===== config.mk =====
export PLATFORM = sky130hd
export DESIGN_NAME = mem_arbiter
export DESIGN_NICKNAME = d
export VERILOG_FILES = /design/src/rtl/mem_arbiter.sv
export SDC_FILE = /design/constraint.sdc
export NUM_CORES = 1
export LEC_CHECK = 0
export BUFFER_PORTS_ARGS = -buffer_cell sky130_fd_sc_hd__buf_2
export CAP_MARGIN = 20
export CORE_MARGIN = 3
export CORE_UTILIZATION = 35
export CTS_BUF_LIST = sky130_fd_sc_hd__clkbuf_2 sky130_fd_sc_hd__clkbuf_4 sky130_fd_sc_hd__clkbuf_8
export DETAILED_ROUTE_END_ITERATION = 8
export GPL_ROUTABILITY_DRIVEN = 1
export HOLD_SLACK_MARGIN = 0.03
export MAX_ROUTING_LAYER = met4
export PLACE_DENSITY = 0.81
export REMOVE_ABC_BUFFERS = 1
export SYNTH_ARGS = -nofsm -noshare
export SYNTH_HDL_FRONTEND = slang
export SYNTH_SLANG_ARGS = --single-unit

===== constraint.sdc =====
create_clock -name clk -period 1.45 [get_ports clk]
set_input_delay 0.0725 -clock clk [delete_from_list [all_inputs] [get_ports clk]]
set_output_delay 0.0725 -clock clk [all_outputs]
set_load 0.05 [all_outputs]

===== src/rtl/mem_arbiter.sv =====
// Two-port arbiter in front of an 8x8 synchronous memory.
// After reset it sweeps INIT_VAL into every word, then grants one port per cycle, alternating on contention.
module mem_arbiter #(
    parameter logic [7:0] INIT_VAL = 8'h00
) (
    input  logic       clk,
    input  logic       rst,
    input  logic       a_req,
    input  logic       a_we,
    input  logic [2:0] a_addr,
    input  logic [7:0] a_wdata,
    output logic       a_gnt,
    output logic       a_rvalid,
    output logic [7:0] a_rdata,
    input  logic       b_req,
    input  logic       b_we,
    input  logic [2:0] b_addr,
    input  logic [7:0] b_wdata,
    output logic       b_gnt,
    output logic       b_rvalid,
    output logic [7:0] b_rdata,
    output logic       mem_rd,
    output logic       mem_wr,
    output logic [2:0] mem_rdaddr,
    output logic [2:0] mem_wraddr,
    output logic [7:0] mem_in,
    input  logic [7:0] mem_out,
    output logic       busy
);

    localparam int unsigned AW = 3;
    localparam int unsigned DW = 8;
    localparam logic [AW-1:0] LAST_ADDR = AW'(7);

    typedef enum logic {
        ST_INIT = 1'b0,
        ST_RUN  = 1'b1
    } state_e;

    state_e        state_q, state_d;
    logic [AW-1:0] cnt_q, cnt_d;
    logic          last_b_q, last_b_d;   // 1: port B granted most recently, so A wins a tie
    logic          a_rvalid_q, a_rvalid_d;
    logic          b_rvalid_q, b_rvalid_d;

    // State register; reset restarts the sweep and favours port A.
    always_ff @(posedge clk) begin
        if (rst) begin
            state_q    <= ST_INIT;
            cnt_q      <= '0;
            last_b_q   <= 1'b1;
            a_rvalid_q <= 1'b0;
            b_rvalid_q <= 1'b0;
        end else begin
            state_q    <= state_d;
            cnt_q      <= cnt_d;
            last_b_q   <= last_b_d;
            a_rvalid_q <= a_rvalid_d;
            b_rvalid_q <= b_rvalid_d;
        end
    end

    // Next-state, arbitration and memory command decode.
    always_comb begin
        state_d    = state_q;
        cnt_d      = cnt_q;
        last_b_d   = last_b_q;
        a_rvalid_d = 1'b0;
        b_rvalid_d = 1'b0;
        a_gnt      = 1'b0;
        b_gnt      = 1'b0;
        mem_rd     = 1'b0;
        mem_wr     = 1'b0;
        mem_rdaddr = '0;
        mem_wraddr = '0;
        mem_in     = DW'(0);
        busy       = 1'b1;

        if (!rst) begin
            case (state_q)
                ST_INIT: begin
                    mem_wr     = 1'b1;
                    mem_wraddr = cnt_q;
                    mem_in     = INIT_VAL;
                    cnt_d      = cnt_q + AW'(1);
                    if (cnt_q == LAST_ADDR) begin
                        state_d = ST_RUN;
                        cnt_d   = '0;
                    end
                end
                ST_RUN: begin
                    busy = 1'b0;
                    if (a_req && (!b_req || last_b_q)) begin
                        a_gnt = 1'b1;
                    end else if (b_req) begin
                        b_gnt = 1'b1;
                    end

                    if (a_gnt) begin
                        last_b_d   = 1'b0;
                        mem_wr     = a_we;
                        mem_rd     = !a_we;
                        mem_wraddr = a_addr;
                        mem_rdaddr = a_addr;
                        mem_in     = a_wdata;
                        a_rvalid_d = !a_we;
                    end else if (b_gnt) begin
                        last_b_d   = 1'b1;
                        mem_wr     = b_we;
                        mem_rd     = !b_we;
                        mem_wraddr = b_addr;
                        mem_rdaddr = b_addr;
                        mem_in     = b_wdata;
                        b_rvalid_d = !b_we;
                    end
                end
            endcase
        end
    end

    // A read in flight when reset arrives must not surface as valid data.
    assign a_rvalid = a_rvalid_q & ~rst;
    assign b_rvalid = b_rvalid_q & ~rst;
    assign a_rdata  = mem_out;
    assign b_rdata  = mem_out;

endmodule


Yosys cells after proc, flatten, opt, wreduce, memory -nomap -nowiden

Index checks and enable logic that the tools add are counted.

Add/sub/neg operators: 1
Eq/ne operators: 1
Multiplexer cells: 36
Bitwise logic cells: 5
Reductions and logical operators: 9

Operators by type and width:

| cell                                                          | count |
|---|---|
| 1-bit 2-to-1 mux                                              | 24 |
| 8-bit 2-to-1 mux                                              | 3 |
| 3-bit 2-to-1 mux                                              | 6 |
| 8-bit case mux with 2 select lines                            | 1 |
| 3-bit case mux with 2 select lines                            | 1 |
| 3-bit OR reduction                                            | 2 |
| 3-bit by 1-bit adder with 3-bit output, second input constant | 1 |
| 3-bit == test, second input constant                          | 1 |
| 1-bit zero test                                               | 3 |
| 1-bit NOT                                                     | 3 |
| 1-bit AND                                                     | 2 |
| 1-bit case mux with 2 select lines                            | 1 |
| 2-bit AND reduction                                           | 1 |
| 2-bit nonzero test                                            | 1 |
| 1-bit logical AND                                             | 1 |
| 1-bit logical OR                                              | 1 |

Bits in registers: 7
Bits of input ports: 36
Output and inout bits: 37
Word-level logic and storage cells: 57

Longest topological paths before layout

Gate-level depths: netlist of the first run.

Depth in word-level cells: 10
Mapped depth: 6
Gate-level depth less buffers: 5

Least setup slack after synthesis of the first run

Ideal clock, no wire load.

Path type: reg-to-output
Start point: register last_b_q
End point: output port mem_wr
Data arrival time: 1.467 ns
Data required time: 1.378 ns
Setup slack: -0.089 ns
Stages on the path, launching flop included: 4
Buffers on the path: 0
Path through: dfxtp_1 -> nor2b_1 -> nand3b_1 -> a31oi_1

Cells in the longest elaborated chain, start to end: 9
Elaborated cells on any way between the ends: 12
Classes of those cells: mux: 10; reduce/logical: 2

RTL lines:

| what                                   | RTL line | text |
|---|---|---|
| start: declaration                     | 42       | `logic last_b_q, last_b_d;` |
| start signal: assignment               | 57       | `last_b_q <= last_b_d;` |
| 1-bit logical OR (*)                   | 93       | `if (a_req && (!b_req \|\| last_b_q)) begin` |
| 1-bit logical AND (*)                  | 93       |  |
| 1-bit 2-to-1 mux                       | 93       |  |
| 1-bit 2-to-1 mux                       | 80       | `case (state_q)` |
| 1-bit 2-to-1 mux                       | 79       | `if (!rst) begin` |
| 1-bit 2-to-1 mux                       | 107      | `end else if (b_gnt) begin` |
| 1-bit 2-to-1 mux (*)                   | 99       | `if (a_gnt) begin` |
| 1-bit case mux with 2 select lines (*) | 80       |  |
| 1-bit 2-to-1 mux (*)                   | 79       |  |
| end: declaration                       | 23       | `output logic mem_wr,` |

Mark *: on every way between the ends. The rest lies on a longest branch, timed or not. The select of a mux whose other input is x is not followed.

Worst setup path in the final report of the first run

Start point: register last_b_q
End point: output port mem_wraddr[0]

Cells in the longest elaborated chain, start to end: 9
Elaborated cells on any way between the ends: 12
Classes of those cells: mux: 10; reduce/logical: 2

RTL lines:

| what                                   | RTL line | text |
|---|---|---|
| 1-bit logical OR (*)                   | 93       |  |
| 1-bit logical AND (*)                  | 93       |  |
| 1-bit 2-to-1 mux                       | 93       |  |
| 1-bit 2-to-1 mux                       | 80       |  |
| 1-bit 2-to-1 mux                       | 79       |  |
| 3-bit 2-to-1 mux                       | 107      |  |
| 3-bit 2-to-1 mux (*)                   | 99       |  |
| 3-bit case mux with 2 select lines (*) | 80       |  |
| 3-bit 2-to-1 mux (*)                   | 79       |  |
| end: declaration                       | 25       | `output logic [2:0] mem_wraddr,` |

Marks and branches as above.

==> results of run 1 <==
==> what timing repair did <==
| action | CTS | global route |
|---|---|---|
| buffers inserted | 1 | 0 |
| endpoints found under the setup margin | 17 | 18 |
| endpoints found under the hold margin | 1 | 1 |
| gates resized for setup | 35 | 6 |
| pin swaps | 3 | 0 |
==> critical path, cell delays in order, from the launching register on <==
cell,delay [ns]
dfxtp_4,0.36
a21boi_2,0.06
nor2b_4,0.13
buf_12,0.14
a221o_1,0.33
buf_6,0.16
==> power by group <==
group	internal [mW]	switching [mW]
Combinational	0.0654	0.0714
Clock	0.124	0.0768
Sequential	0.200	0.00716
==> sequential cells by signal (all words and copies together) (netlist names) <==
register    count
state_q         1
last_b_q        1
a_rvalid_q      1
b_rvalid_q      1
cnt_q           3
==> Yosys cell counts (all sizes together) <==
cell type and n:
buf 21, a22o 11, dfxtp 7, nor2 6, and2 4, a221o 3
a21oi 2, a31oi 2, and2b 2, ha 2, inv 2, mux2i 2
nor2b 2, nor3 2, a21boi 1, a21o 1, nand2 1, nand2b 1
nand3b 1, nor4 1, or2 1
==> path summary, 6_finish.rpt <==
check	startpoint	end	slack (ns)	cells after the start
worst min-delay path	a_we	a_rvalid_q	0.03	2
worst min register to register	cnt_q[1]	cnt_q[1]	0.53	2
worst max-delay path	last_b_q	mem_wraddr[0]	-0.07	5
worst max register to register	cnt_q[0]	cnt_q[2]	0.34	4
==> metal layers <==
| metal | routed length [µm] | share of wire | up-vias |
|---|---|---|---|
| li1 | - | - | 324 |
| met1 | 677 | 0.34 | 302 |
| met2 | 961 | 0.48 | 70 |
| met3 | 363 | 0.18 | 0 |
| met4 | 0 | 0 | 0 |
| met5 | 0 | 0 | - |
==> through the flow <==
step,instances,worst slack [ns],area [µm²]
floorplan,54,-0.706,504
global placement,132,0.0845,838
detailed placement,132,0.0449,838
CTS,137,-0.0765,980
global route,137,-0.132,996
finish,137,-0.0660,996
==> final cells by class <==
| type | count | area [µm²] |
|---|---|---|
| timing repair buffer | 54 | 409 |
| inverter | 2 | 7.51 |
| tap | 25 | 31.3 |
| fill | 155 | 787 |
| sequential | 7 | 145 |
| clock buffer | 4 | 30.0 |
| multi-input combinational | 45 | 373 |
==> cell families after synthesis <==
kind of cell / synth area share
buf+inv: 0.266
simple gates: 0.201
compound gates: 0.259
flops: 0.207
mux: 0.0296
fa+ha+maj: 0.0370
==> impl_metrics.csv, run 1 <==
group,metric,value,unit
grt,grt_max_degree,18,
route,firstDrtPassIters,4,
timing,skew,0.00359,ns
cts,cts_tree,"yes",
grt,met1_usage,0.151,
grt,grt_use_total,0.167,
timing,finalCritPeriodShare,1.05,
cells_and_area,n_antenna_cell,0,
placement,portBuffers,48,
die,initial_core_util,0.380,
yosys,postSynthAreaPerCell,9.03,µm²
cts,numCtsBuffers,3,
flow_run,drv_cap,0,
route,wl_per_cell,14.6,µm
power,powerDensity,547,nW/µm²
die,die_w,50.0,µm
timing,hold_viol_final,0,
worst_setup_path,worstPathMaxFanout,17,
timing,rsz0062_at_grt,"yes",
yosys,ys_ff_latch,7,
worst_setup_path,endpoint_kind,"output pin",
power,max-vdd-ir-drop,0.190,mV
timing,fin_crit,1.52,ns
worst_setup_path,path_class,"reg2out",
outcome,violations,"setup timing",
grt,antenna_found_initial,0,
cells_and_area,area_growth,47.1,%
yosys,synth.yosys.seq_area_share,0.207,
timing,max_slew_margin,0.756,
die,ios,73,
yosys,synth_cells,75,
cts,cts_root_buf,"clkbuf_4",
route,routed_via_density,5.08,
grt,busiest_layer,"met2",
cells_and_area,layout.nets,151,
grt,met2_usage,0.249,
route,remaining_drc_errors,0,
cts,htree_levels,1,
cts,clockBufferDepth,2,
timing,timing.fmax,0.660,GHz
yosys,netlist.area_leader.share,0.207,
hold_path,hold_class,"in2reg",
worst_setup_path,startpoint_type,"register",
worst_setup_path,critPathArrivalTime,1.44,ns
cts,cts_sinks,7,
timing,setup_tns,-0.433,ns
cells_and_area,layout_common_cells,"buf_2 (31), buf_6 (15), a22o_2 (9)",
die,core_area,1780,µm²
power,p_leak,0.505,nW
route,wirelength,2000,µm
cells_and_area,finish.utilization,0.559,
cells_and_area,final_common_cell,"buf_2",
route,initialDrtViolationCount,7,
route,ant_nets,0,
timing,setup_viol_count_final,14,
grt,overflow,0,
die,rows,15,
route,vias,696,
yosys,synth_area,677,µm²
worst_setup_path,cp.required,1.38,ns
cells_and_area,drive_above_1_share,0.670,
placement,gp_congestion,0.750,
cts,clk_pin_slew,0.05,ns
outcome,outcome,"complete, but fails checks",
timing,hold_slack,0.0259,ns
grt,grt_pass1_vias,651,
grt,grt_pass1_wl,3080,µm
timing,drv_slew,0,
timing,fin_ws,-0.0660,ns
die,die-area,2500,µm²
cts,worstSkewPairLatency,0.25,ns
placement,dp.final_hpwl,1460,µm
timing,worstMarginPinSlew,0.363,ns
grt,use_met3,0.136,
power,finalPower,0.544,mW
yosys,yosys_warnings,0,
yosys,synth.distinct_cells,25,
yosys,synthTopCellsByArea,"dfxtp_1 (21%), buf_4 (19%), a22o_2 (13%), buf_6 (6.7%), a221o_1 (4.4%)",
yosys,synth_area_leader_cell,"dfxtp_1",
die,die_h,50.0,µm
Note: power is estimated with default switching activity, not from simulation.
==> inputs of run 2 (changes only) <==
- CORE_MARGIN: 3 -> not set
==> impl_metrics.csv, run 2 (same netlist as run 1, synthesis figures left out) <==
group,metric,value,unit
cells_and_area,layout_common_cells,"buf_2 (32), buf_6 (10), a22o_2 (9)",
die,initial_core_util,0.384,
outcome,violations,"setup timing",
power,switchingPower,0.170,mW
hold_path,hold_class,"in2reg",
route,wl_per_cell,15.4,µm
grt,grt_use_total,0.190,
power,clkPwrFrac,0.380,
placement,dp.final_hpwl,1330,µm
route,wirelength,2140,µm
cells_and_area,n_antenna_cell,0,
placement,portBuffers,48,
worst_setup_path,r2r_slack,0.36,ns
cts,numCtsBuffers,3,
cells_and_area,finalNonFillerCells,139,
die,ios,73,
placement,gp_congestion,0.692,
hold_path,hold_depth,3,
cells_and_area,area_growth,55.8,%
die,die_h,46.0,µm
route,initialDrtViolationCount,23,
power,powerDensity,531,nW/µm²
power,intPower,0.390,mW
power,seq_power_share,0.366,
power,p_leak,0.532,nW
route,routed_via_density,5.14,
worst_setup_path,cp_top_family,"compound AO/OA/AOI/OAI gates",
cells_and_area,largest_register_ffs,3,
worst_setup_path,r2r_start,"cnt_q[0]",
cts,cts_tree,"yes",
worst_setup_path,ff2ff_path_depth,4,
worst_setup_path,cp_cell_sequence,"a21boi_4 -> nor2b_4 -> buf_12 -> a221o_1 -> buf_6",
flow_run,drv_cap,0,
timing,fin_ws,-0.0944,ns
timing,fin_crit,1.54,ns
timing,setup_viol_count_final,16,
grt,grt_pass1_vias,653,
cts,worstSkewPairLatency,0.26,ns
timing,finalCritPeriodShare,1.07,
route,remaining_drc_errors,0,
timing,hold_viol_final,0,
cells_and_area,drive_above_1_share,0.684,
worst_setup_path,path_buf_inv,2,
cts,htree_levels,1,
cts,clockBufferDepth,2,
power,max-vdd-ir-drop,0.304,mV
timing,setup_tns,-0.944,ns
cells_and_area,regMostFlops,"cnt_q",
timing,drv_slew,0,
die,core_area,1760,µm²
worst_setup_path,max_stage_delay,0.38,ns
cells_and_area,layout.nets,153,
placement,dp.cells,132,
timing,worstMarginPinSlew,0.310,ns
outcome,outcome,"complete, but fails checks",
route,vias,715,
die,rows,15,
cts,cts_root_buf,"clkbuf_4",
power,switching_share,0.303,
timing,timing.fmax,0.648,GHz
worst_setup_path,critPathSlowestCell,"dfxtp_4",
worst_setup_path,startpoint_type,"register",
timing,rsz0062_at_grt,"yes",
placement,place_ws,0.0297,ns
worst_setup_path,cp.required,1.38,ns
cts,clk_pin_slew,0.06,ns
grt,antenna_found_initial,0,
die,die-area,2110,µm²
worst_setup_path,path_class,"reg2out",
timing,skew,0.00387,ns
grt,grt_pass1_wl,2730,µm
power,finalPower,0.560,mW
worst_setup_path,worstPathMaxFanout,17,
worst_setup_path,endpoint_kind,"output pin",
hold_path,min-delay-start,"b_we",
route,ant_nets,0,
timing,max_slew_margin,0.792,
cts,cts_sinks,7,
power,combPwrFrac,0.254,
route,firstDrtPassIters,6,
cells_and_area,num-fill-cells,137,
grt,overflow,0,
hold_path,min_to,"b_rvalid_q",
worst_setup_path,critPathArrivalTime,1.47,ns
cells_and_area,final_common_cell,"buf_2",
die,die_w,46.0,µm
worst_setup_path,r2r_end,"cnt_q[2]",
grt,grt_max_degree,18,
==> run 2: cell types whose count changed in the layout (fill, tap and decap cells not counted), sizes merged <==
| cell | before | now |
|---|---|---|
| buf | 53 | 55 |
| clkbuf | 5 | 4 |
| dlygate4sd3 | 0 | 1 |
==> run 2: through the flow <==
stage | instance area (µm²) | hold WS [ns] | utilization
finish | 1050 | 0.115 | 0.598
global route | 1050 | 0.132 | 0.598
CTS | 1010 | 0.113 | 0.571
detailed placement | 838 | 0.146 | 0.475
global placement | 838 | 0.146 | 0.475
floorplan | 504 | 0.145 | -
==> run 2: routing by layer <==
layer | up-vias | share of wire | GRT usage | routed length, µm
met5 | - | 0 | - | 0
met4 | 0 | 0.0080 | 0.0529 | 17
met3 | 2 | 0.13 | 0.127 | 283
met2 | 54 | 0.48 | 0.321 | 1030
met1 | 330 | 0.38 | 0.173 | 809
li1 | 329 | - | - | -
==> run 2: worst max-delay path by stage <==
| stage | startpoint | to | slack, ns | cells after the start |
|---|---|---|---|---|
| 3_5_place_dp | last_b_q | mem_wraddr[1] | 0.03 | 5 |
| 3_3_place_gp | last_b_q | mem_wraddr[1] | 0.09 | 5 |
| 5_1_grt | last_b_q | mem_wraddr[0] | -0.14 | 5 |
| 2_1_floorplan | state_q | mem_wraddr[0] | -0.71 | 3 |
| 4_1_cts | last_b_q | mem_wraddr[1] | -0.08 | 5 |
| 6_report | last_b_q | mem_wraddr[2] | -0.09 | 5 |
==> run 2: power groups by stage <==
| stage | clock network [mW] | registers, mW | logic [mW] |
|---|---|---|---|
| after floorplan | 0 | 0.211 | 0.0621 |
| after global placement | 0 | 0.212 | 0.117 |
| after detailed placement | 0 | 0.212 | 0.121 |
| after CTS | 0.212 | 0.207 | 0.135 |
| after global routing | 0.224 | 0.206 | 0.154 |
| final | 0.213 | 0.205 | 0.142 |
==> run 2: final cells by class <==
| cell class | count | area [µm²] | area share |
|---|---|---|---|
| multi-input combinational | 45 | 395 | 0.375 |
| clock buffer | 4 | 30.0 | 0.0285 |
| timing repair buffer | 56 | 443 | 0.420 |
| inverter | 2 | 7.51 | 0.00712 |
| sequential | 7 | 148 | 0.140 |
| tap | 25 | 31.3 | 0.0297 |
==> run 2: timing repair <==
action                                 in CTS  in global routing
setup endpoints to repair                  17                 17
endpoints found under the hold margin       1                  0
hold buffers                                1                  0
buffers inserted                            2                  2
resized for setup                          39                 10
pin swaps                                   3                  2
gates cloned                                0                  0
==> run 2: worst reg2reg max path: cells and delay by family, from the launching register on <==
kind / cells / cell delay, ns
flip-flops: 1 / 0.33
adder cells (fa/ha/maj): 2 / 0.47
multiplexers: 1 / 0.13
AND/OR/NAND/NOR: 1 / 0.05
==> inputs of run 3 (changes only) <==
- ABC_AREA: not set -> 1
- CAP_MARGIN: 20 -> not set
==> impl_metrics.csv, run 3 <==
group,metric,value,unit
cts,cts_sinks,7,
power,intPower,0.387,mW
cells_and_area,fin_area,1050,µm²
timing,rsz0062_at_grt,"yes",
yosys,synth.most_common_cell,"nand2_1",
yosys,synth_area,686,µm²
cts,worstSkewPairLatency,0.26,ns
cts,cts_root_buf,"clkbuf_4",
route,remaining_drc_errors,0,
grt,grt_pass1_vias,673,
cells_and_area,final_common_cell,"buf_2",
route,wirelength,2080,µm
grt,grt_max_degree,10,
cells_and_area,n_antenna_cell,0,
route,routed_via_density,4.69,
timing,timing.fmax,0.668,GHz
die,die-area,2140,µm²
worst_setup_path,endpoint_kind,"output pin",
worst_setup_path,ff2ff_path_depth,3,
yosys,ys_ff_latch,7,
worst_setup_path,cp.required,1.38,ns
flow_run,drv_cap,0,
die,die_h,46.3,µm
cts,htree_levels,1,
outcome,outcome,"complete, but fails checks",
cells_and_area,largest_register_ffs,3,
route,initialDrtViolationCount,18,
timing,hold_slack,0.0786,ns
worst_setup_path,critPathArrivalTime,1.42,ns
yosys,synth-edff-count,0,
timing,hold_viol_final,0,
cts,numCtsBuffers,3,
timing,fin_ws,-0.0467,ns
power,max-vdd-ir-drop,0.423,mV
route,firstDrtPassIters,4,
die,ios,73,
timing,worstMarginPinSlew,0.265,ns
placement,post_dp_cell_area,827,µm²
power,switching_share,0.295,
die,rows,15,
power,finalPower,0.550,mW
grt,grt_use_total,0.194,
yosys,netlist.area_leader.share,0.204,
cells_and_area,drive_above_1_share,0.579,
power,p_leak,0.629,nW
power,combPwrFrac,0.253,
placement,portBuffers,48,
grt,overflow,0,
route,wl_per_cell,12.2,µm
yosys,synth.yosys.seq_area_share,0.204,
timing,finalCritPeriodShare,1.03,
cells_and_area,num-fill-cells,163,
cts,clk_pin_slew,0.06,ns
yosys,synth_ff_type,"dfxtp_1",
outcome,violations,"setup timing",
yosys,synthTopCellsByArea,"dfxtp_1 (20%), nand2_1 (19%), buf_4 (18%), nor2_8 (5.8%), inv_1 (5.5%)",
worst_setup_path,startpoint_type,"register",
worst_setup_path,path_class,"reg2out",
hold_path,hold_depth,4,
yosys,synth_area_leader_cell,"dfxtp_1",
power,powerDensity,521,nW/µm²
yosys,synth.distinct_cells,20,
yosys,async_flop_share,0,
cts,cts_tree,"yes",
placement,gp_congestion,0.813,
worst_setup_path,worstPathMaxFanout,4,
timing,drv_slew,0,
yosys,postSynthAreaPerCell,6.59,µm²
cts,clockBufferDepth,2,
placement,dp.cells,161,
cells_and_area,area_growth,53.8,%
die,die_w,46.3,µm
worst_setup_path,r2r_slack,0.31,ns
cells_and_area,layout.nets,184,
timing,max_slew_margin,0.824,
cells_and_area,finalNonFillerCells,170,
yosys,synth_common_cells,"nand2_1 (35), buf_4 (16), inv_1 (10)",
timing,setup_tns,-0.272,ns
yosys,yosys_warnings,0,
hold_path,hold_class,"in2reg",
timing,fin_crit,1.50,ns
grt,grt_pass1_wl,2820,µm
cells_and_area,layout_common_cells,"buf_2 (31), nand2_1 (24), nand2_2 (14)",
die,initial_core_util,0.385,
power,seq_power_share,0.378,
power,switchingPower,0.162,mW
route,ant_nets,0,
yosys,synth_cells,104,
route,vias,798,
cells_and_area,regMostFlops,"cnt_q",
placement,dp.final_hpwl,1410,µm
power,clkPwrFrac,0.369,
timing,setup_viol_count_final,11,
grt,antenna_found_initial,0,
die,core_area,1780,µm²
timing,skew,0.00790,ns
run 3: layout make-up:
class                      count  area, µm²  share of cell area
clock buffer                   4       30.0              0.0285
multi-input combinational     67        398               0.377
sequential                     7        143               0.135
tap                           25       31.3              0.0297
inverter                      13       58.8              0.0558
timing repair buffer          54        394               0.374
run 3: kinds of logic (layout without fill, tap and decap cells):
logic type      count (synthesis)  after routing  synth area share
flops                           7              7             0.204
simple gates                   56             57             0.403
fa+ha+maj                       2              2            0.0365
compound gates                  8              8            0.0693
buf+inv                        31             71             0.286
run 3: path summary, 6_finish.rpt:
check                                endpoint      from
worst max-delay path            mem_wraddr[2]  last_b_q
worst max register to register       cnt_q[2]  cnt_q[0]
worst min register to register       last_b_q  last_b_q
worst min-delay path               a_rvalid_q      a_we
run 3: per-layer routing:
layer  up-vias  share of wire  GRT usage
met3         4          0.089      0.122
met5         -              0          -
met1       352           0.36      0.177
li1        391              -          -
met2        51           0.55      0.318
met4         0         0.0058     0.0824
run 3: power by group through the flow:
stage	clock network, mW	registers (mW)	logic [mW]
2_1_floorplan	0	0.210	0.0580
3_3_place_gp	0	0.211	0.114
3_5_place_dp	0	0.211	0.118
4_1_cts	0.207	0.208	0.134
5_1_grt	0.224	0.209	0.148
6_report	0.203	0.208	0.139
run 3: worst max-delay path, cell delays in order, from the launching register on:
cell	delay (ns)
dfxtp_2	0.33
a21oi_1	0.24
buf_4	0.19
nand3_1	0.13
nand3_2	0.13
buf_8	0.15
run 3: repair_timing:
| action | 4_1_cts | 5_1_grt |
|---|---|---|
| pin swaps | 6 | 9 |
| setup buffers | 2 | 1 |
| endpoints found under the hold margin | 1 | 0 |
| gates resized for setup | 36 | 19 |
| setup endpoints to repair | 18 | 18 |
| gates cloned | 1 | 0 |
| hold buffers | 1 | 0 |
run 3: through the flow:
step	worst slack (ns)	utilization
after global routing	-0.0806	0.592
after detailed placement	0.0742	0.464
final	-0.0467	0.592
after floorplan	-0.416	-
after global placement	0.127	0.464
after CTS	-0.0116	0.559
